## src/rtl/cpu_pkg.sv

```systemverilog
// rtl/cpu_pkg.sv - shared instruction field positions and fetch FSM encoding
package cpu_pkg;

  localparam int OPC_MSB = 15;
  localparam int OPC_LSB = 13;
  localparam int IMM_MSB = 6;
  localparam int IMM_LSB = 0;
  localparam int JT_MSB  = 12;
  localparam int JT_LSB  = 0;

  typedef enum logic {
    FETCH = 1'b0,
    HOLD  = 1'b1
  } fetch_state_t;

  function automatic logic [15:0] sext_imm(input logic [IMM_MSB:IMM_LSB] imm);
    return {{(15 - IMM_MSB){imm[IMM_MSB]}}, imm};
  endfunction

endpackage

```

## src/rtl/next_pc_calc.sv

```systemverilog
// rtl/next_pc_calc.sv - combinational next-PC select: jump, taken branch or sequential
module next_pc_calc
  import cpu_pkg::*;
(
  input  logic [15:0]          pc_out,
  input  logic [JT_MSB:JT_LSB] field,
  input  logic                 jump,
  input  logic                 branch,
  input  logic                 zero,
  output logic [15:0]          next_pc
);

  logic [15:0] pc1;

  assign pc1 = pc_out + 16'd1;

  // jump keeps the page bits of the sequential PC and replaces the rest
  assign next_pc = jump             ? {pc1[15:JT_MSB+1], field} :
                   (branch && zero) ? pc1 + sext_imm(field[IMM_MSB:IMM_LSB]) :
                                      pc1;

endmodule

```

## src/rtl/fetch_unit.sv

```systemverilog
// rtl/fetch_unit.sv - two-state instruction fetch with redirect; FETCH_PERF_CNT_EN adds retired_cnt
module fetch_unit
  import cpu_pkg::*;
#(
  parameter logic [15:0] RESET_PC = 16'h0000,
  parameter int          OPCODE_W = 3
) (
  input  logic                clk,
  input  logic                reset,
  output logic                imem_req,
  output logic [15:0]         imem_addr,
  input  logic                imem_ack,
  input  logic [15:0]         imem_rdata,
  output logic [15:0]         instr,
  output logic [OPCODE_W-1:0] opcode,
  output logic [15:0]         pc_out,
  output logic                instr_valid,
  input  logic                instr_ready,
  input  logic                jump,
  input  logic                branch,
  input  logic                zero
`ifdef FETCH_PERF_CNT_EN
  ,
  output logic [15:0]         retired_cnt
`endif
);

  fetch_state_t state;
  logic [15:0]  pc;
  logic [15:0]  next_pc;

  assign imem_addr = pc;
  assign opcode    = instr[OPC_MSB -: OPCODE_W];

  next_pc_calc u_next_pc_calc (
    .pc_out  (pc_out),
    .field   (instr[JT_MSB:JT_LSB]),
    .jump    (jump),
    .branch  (branch),
    .zero    (zero),
    .next_pc (next_pc)
  );

  always_ff @(posedge clk or negedge reset) begin
    if (!reset) begin
      state       <= FETCH;
      pc          <= RESET_PC;
      instr       <= 16'h0000;
      pc_out      <= 16'h0000;
      instr_valid <= 1'b0;
      imem_req    <= 1'b0;
    end else begin
      case (state)
        FETCH: begin
          // request comes up one edge after reset release; acks before that are ignored
          if (!imem_req) begin
            imem_req <= 1'b1;
          end else if (imem_ack) begin
            instr       <= imem_rdata;
            pc_out      <= pc;
            instr_valid <= 1'b1;
            imem_req    <= 1'b0;
            state       <= HOLD;
          end
        end
        HOLD: begin
          if (instr_ready) begin
            pc          <= next_pc;
            instr_valid <= 1'b0;
            imem_req    <= 1'b1;
            state       <= FETCH;
          end
        end
        default: state <= FETCH;
      endcase
    end
  end

`ifdef FETCH_PERF_CNT_EN
  always_ff @(posedge clk or negedge reset) begin
    if (!reset) begin
      retired_cnt <= 16'h0000;
    end else if (instr_valid && instr_ready) begin
      retired_cnt <= retired_cnt + 16'd1;
    end
  end
`endif

endmodule

```

## config.mk

```make
export PLATFORM = sky130hd
export DESIGN_NAME = fetch_unit
export DESIGN_NICKNAME = d
export VERILOG_FILES = /design/src/rtl/cpu_pkg.sv /design/src/rtl/next_pc_calc.sv /design/src/rtl/fetch_unit.sv
export SDC_FILE = /design/constraint.sdc
export NUM_CORES = 1
export LEC_CHECK = 0
export ABC_AREA = 1
export CORE_MARGIN = 5
export CORE_UTILIZATION = 45
export CTS_BUF_LIST = sky130_fd_sc_hd__clkbuf_16
export CTS_CLUSTER_SIZE = 14
export DETAILED_ROUTE_END_ITERATION = 6
export HOLD_SLACK_MARGIN = 0.05
export PLACE_DENSITY_LB_ADDON = 0.12
export SETUP_SLACK_MARGIN = 0.5
export SYNTH_ARGS = -nofsm -noshare
export SYNTH_HDL_FRONTEND = slang
export SYNTH_SLANG_ARGS = --single-unit
```

## constraint.sdc

```tcl
create_clock -name clk -period 3.24 [get_ports clk]
set_input_delay 0.324 -clock clk [delete_from_list [all_inputs] [get_ports clk]]
set_output_delay 0.324 -clock clk [all_outputs]
set_load 0.005 [all_outputs]
```

==> results.md <==
- Ys flop type: dfrtp_1
- Crit path launch: pc_out[1]$_DFFE_PN0P_
- First-pass GRT wire length: 15.72 mm
- H-tree levels: 2
- Average wire per standard cell: 14.42 um
- Gpl congestion: 0.8095
- # port buffers: 75
- Slew at the pin with the worst max-slew slack: 797.5 ps
- Core area: 7607 sq um
- Via count: 3266
- MaxCap Viol Count: 0
- Vias in the first global route: 3298
- Io pins: 76
- Worst Setup End Kind: flop
- Crit Path Max Fanout: 5
- Die area: 9520 sq um
- Core Util, Final: 59.97%
- Synth Cell Area: 3451 sq um
- Layout cells sized above 1: 12.36%
- Mapped Avg Cell Area: 7.296 sq um
- Min-Delay Path Class: in2async
- Setup Crit Path Kind: reg2reg
- Pin count of the biggest net entering global routing: 36
- Syn-to-layout area delta: 32.20%
- Pre-CTS setup slack: 529.9 ps
- Crit path DAT: 2750 ps
- CTS clock-pin slew for the worst setup and hold paths: 70 ps
- Inst Count DP: 640
- Tcrit/Tclk final: 78.59%
- Starting Density: 45.36%
- Slew headroom: 46.83%
- Longest Clk Path Bufs: 2
- Root Driver: clkbuf_16
- Setup WS post-layout: 693.5 ps
- Cell Pwr Density: 1094 nW/um^2
- Fin nets: 593
- TritonCTS Sinks: 51
- Final Skew: 10.55 ps
- Fin crit period: 2546 ps
- Non-Filler Instances: 652
- Total Wirelength: 9.405 mm
- Detailed Route Iter0 Violations: 222
- Initial antenna violation count: 0
- Final setup fails: 0
- DRT Pass-1 Iters: 4
- R2R Setup Slk: 690 ps
- Width of the die: 97.57 um
- Die Height: 97.57 um
- Syn nets: 517
- Via density: 5.009
- RSZ-0062 raised after global routing: yes
- Yosys Warn Count: 0
- Startpoint types: flop
- Yosys top cell area share: 36.98%
- Leak: 2.214 nW
- Peak supply drop: 433.1 uV
- Detailed placer's ending HPWL: 7.096 mm
- Antenna cells: 0
- GR Overflow Total: 0
- Max Clk Rate: 0.3927 GHz
- Global Route Usage Sum: 20.08%
- Worst r2r dst: imem_addr[7]$_DFFE_PN0P_
- Seq/Total Area, Yosys: 36.98%
- Fill cell count: 704
- Reg2reg start: pc_out[1]$_DFFE_PN0P_
- Top cell type by total area after synthesis: dfrtp_1
- Worst-Skew Late Latency: 300 ps
- TNS Setup: 0 ps
- Mapped Cells: 473
- DRC Markers: 0
- Hold_ws: 110.3 ps
- Status: finished, final reports clean
- End of the critical path: imem_addr[7]$_DFFE_PN0P_
- Detail Route Antenna Nets: 0
- Worst-case reg-to-reg path depth: 16
- Slew Limit Fails: 0
- Asr flop ratio synth: 100.0%
- Unique masters post-synth: 33
- Cell Rows: 32
- Yosys reg bits: 51
- Final hold viol count: 0
- CTS tree: built
- TritonCTS Buffers: 5
- Top post-synthesis cells by area: dfrtp_1, nand2_1, ha_1, inv_1, mux2_2
- Post-synth EDFFs: 0
- Critical Path RT: 3450 ps
==> worst min-delay path by stage <==
stage                      from                       end  slack [ps]
after floorplan           reset  imem_addr[0]$_DFFE_PN0P_          30
after global placement    reset      instr[0]$_DFFE_PN0P_         440
after detailed placement  reset      instr[0]$_DFFE_PN0P_         440
after CTS                 reset      instr[0]$_DFFE_PN0P_         130
after global routing      reset      instr[9]$_DFFE_PN0P_         180
final                     reset      instr[0]$_DFFE_PN0P_         110
==> cells in the mapped netlist (3+ instances only) <==
cell	instances
nand2_2	3
nand3_1	26
mux2_2	16
a21oi_1	31
xor2_1	8
buf_2	4
o21bai_1	4
nor2_1	47
nand2_1	126
o21ai_1	4
clkbuf_1	5
dfrtp_1	51
o22ai_1	4
ha_1	20
inv_1	66
buf_4	4
o21ai_0	34
==> what timing repair did <==
item / in CTS / in global routing
endpoints found under the setup margin: 0 / 9
gates resized for setup: 0 / 25
setup buffers: 0 / 4
hold buffers: 0 / 0
==> cells by family after synthesis <==
| kind of cell | count (synthesis) | synth area share, % |
|---|---|---|
| xor+xnor | 9 | 2.284 |
| simple gates | 212 | 25.16 |
| buf+inv | 80 | 9.282 |
| fa+ha+maj | 21 | 7.832 |
| compound gates | 84 | 13.23 |
| mux | 16 | 5.221 |
| flops | 51 | 36.98 |
==> stage by stage <==
| stage | cell area (sq um) | total power (W) |
|---|---|---|
| 5_1_grt | 4562 | 0.005512 |
| 3_3_place_gp | 4287 | 0.004193 |
| 4_1_cts | 4432 | 0.004805 |
| 6_report | 4562 | 0.004992 |
| 3_5_place_dp | 4287 | 0.004242 |
| 2_1_floorplan | 3451 | 0.003075 |
==> registers in the layout, indices dropped and copies added, names as in the netlist <==
signal,cells
instr_valid,1
imem_req,1
pc_out,16
state,1
instr,16
imem_addr,16
==> where the power goes <==
| part | total [W] | leakage (nW) | internal, W | switching, W |
|---|---|---|---|---|
| combinational | 0.00315 | 1.54 | 0.00152 | 0.00163 |
| clock | 0.000535 | 0.0716 | 0.000287 | 0.000248 |
| sequential | 0.00130 | 0.599 | 0.000951 | 0.000352 |
| total | 0.00499 | 2.21 | 0.00276 | 0.00223 |
==> worst max-delay path, cell delays in order (launching register included) <==
cell and delay (ps):
dfrtp_1 420, ha_2 190, nand2_1 80, inv_2 60
a21o_2 180, o21ai_0 130, inv_1 130, ha_4 250
nand2_1 70, nand2_1 100, a21oi_2 160, nand2_1 110
nand2_1 70, nand3_1 80, a21oi_2 200, o21ai_0 100
o21ai_0 110
==> routing by layer <==
| layer | up-vias | GRT usage, % | wire length, um |
|---|---|---|---|
| met4 | 0 | 4.899 | 114 |
| met1 | 1506 | 26.60 | 4345 |
| met3 | 10 | 5.384 | 571 |
| met5 | - | 0 | 0 |
| li1 | 1670 | - | - |
| met2 | 80 | 32.68 | 4374 |
==> cell usage in the layout, fill, tap and decap left out, types with 15 or more instances in the layout <==
cell | Yosys | routed
clkdlybuf4s50_1 | 0 | 74
nor2_1 | 47 | 43
dfrtp_1 | 51 | 46
nand3_1 | 26 | 24
mux2_2 | 16 | 16
inv_1 | 66 | 66
nand2_1 | 126 | 123
ha_1 | 20 | 15
a21oi_1 | 31 | 28
o21ai_0 | 34 | 33
==> final cells by class <==
type	instances	area, sq um	area share, %
tap	102	127.6	2.798
inverter	66	247.7	5.431
clock buffer	5	125.1	2.743
sequential	51	1282	28.11
clock inverter	3	20.02	0.4388
multi-input combinational	342	1953	42.81
timing repair buffer	83	805.8	17.66
Power figures use the tool's default switching activity.
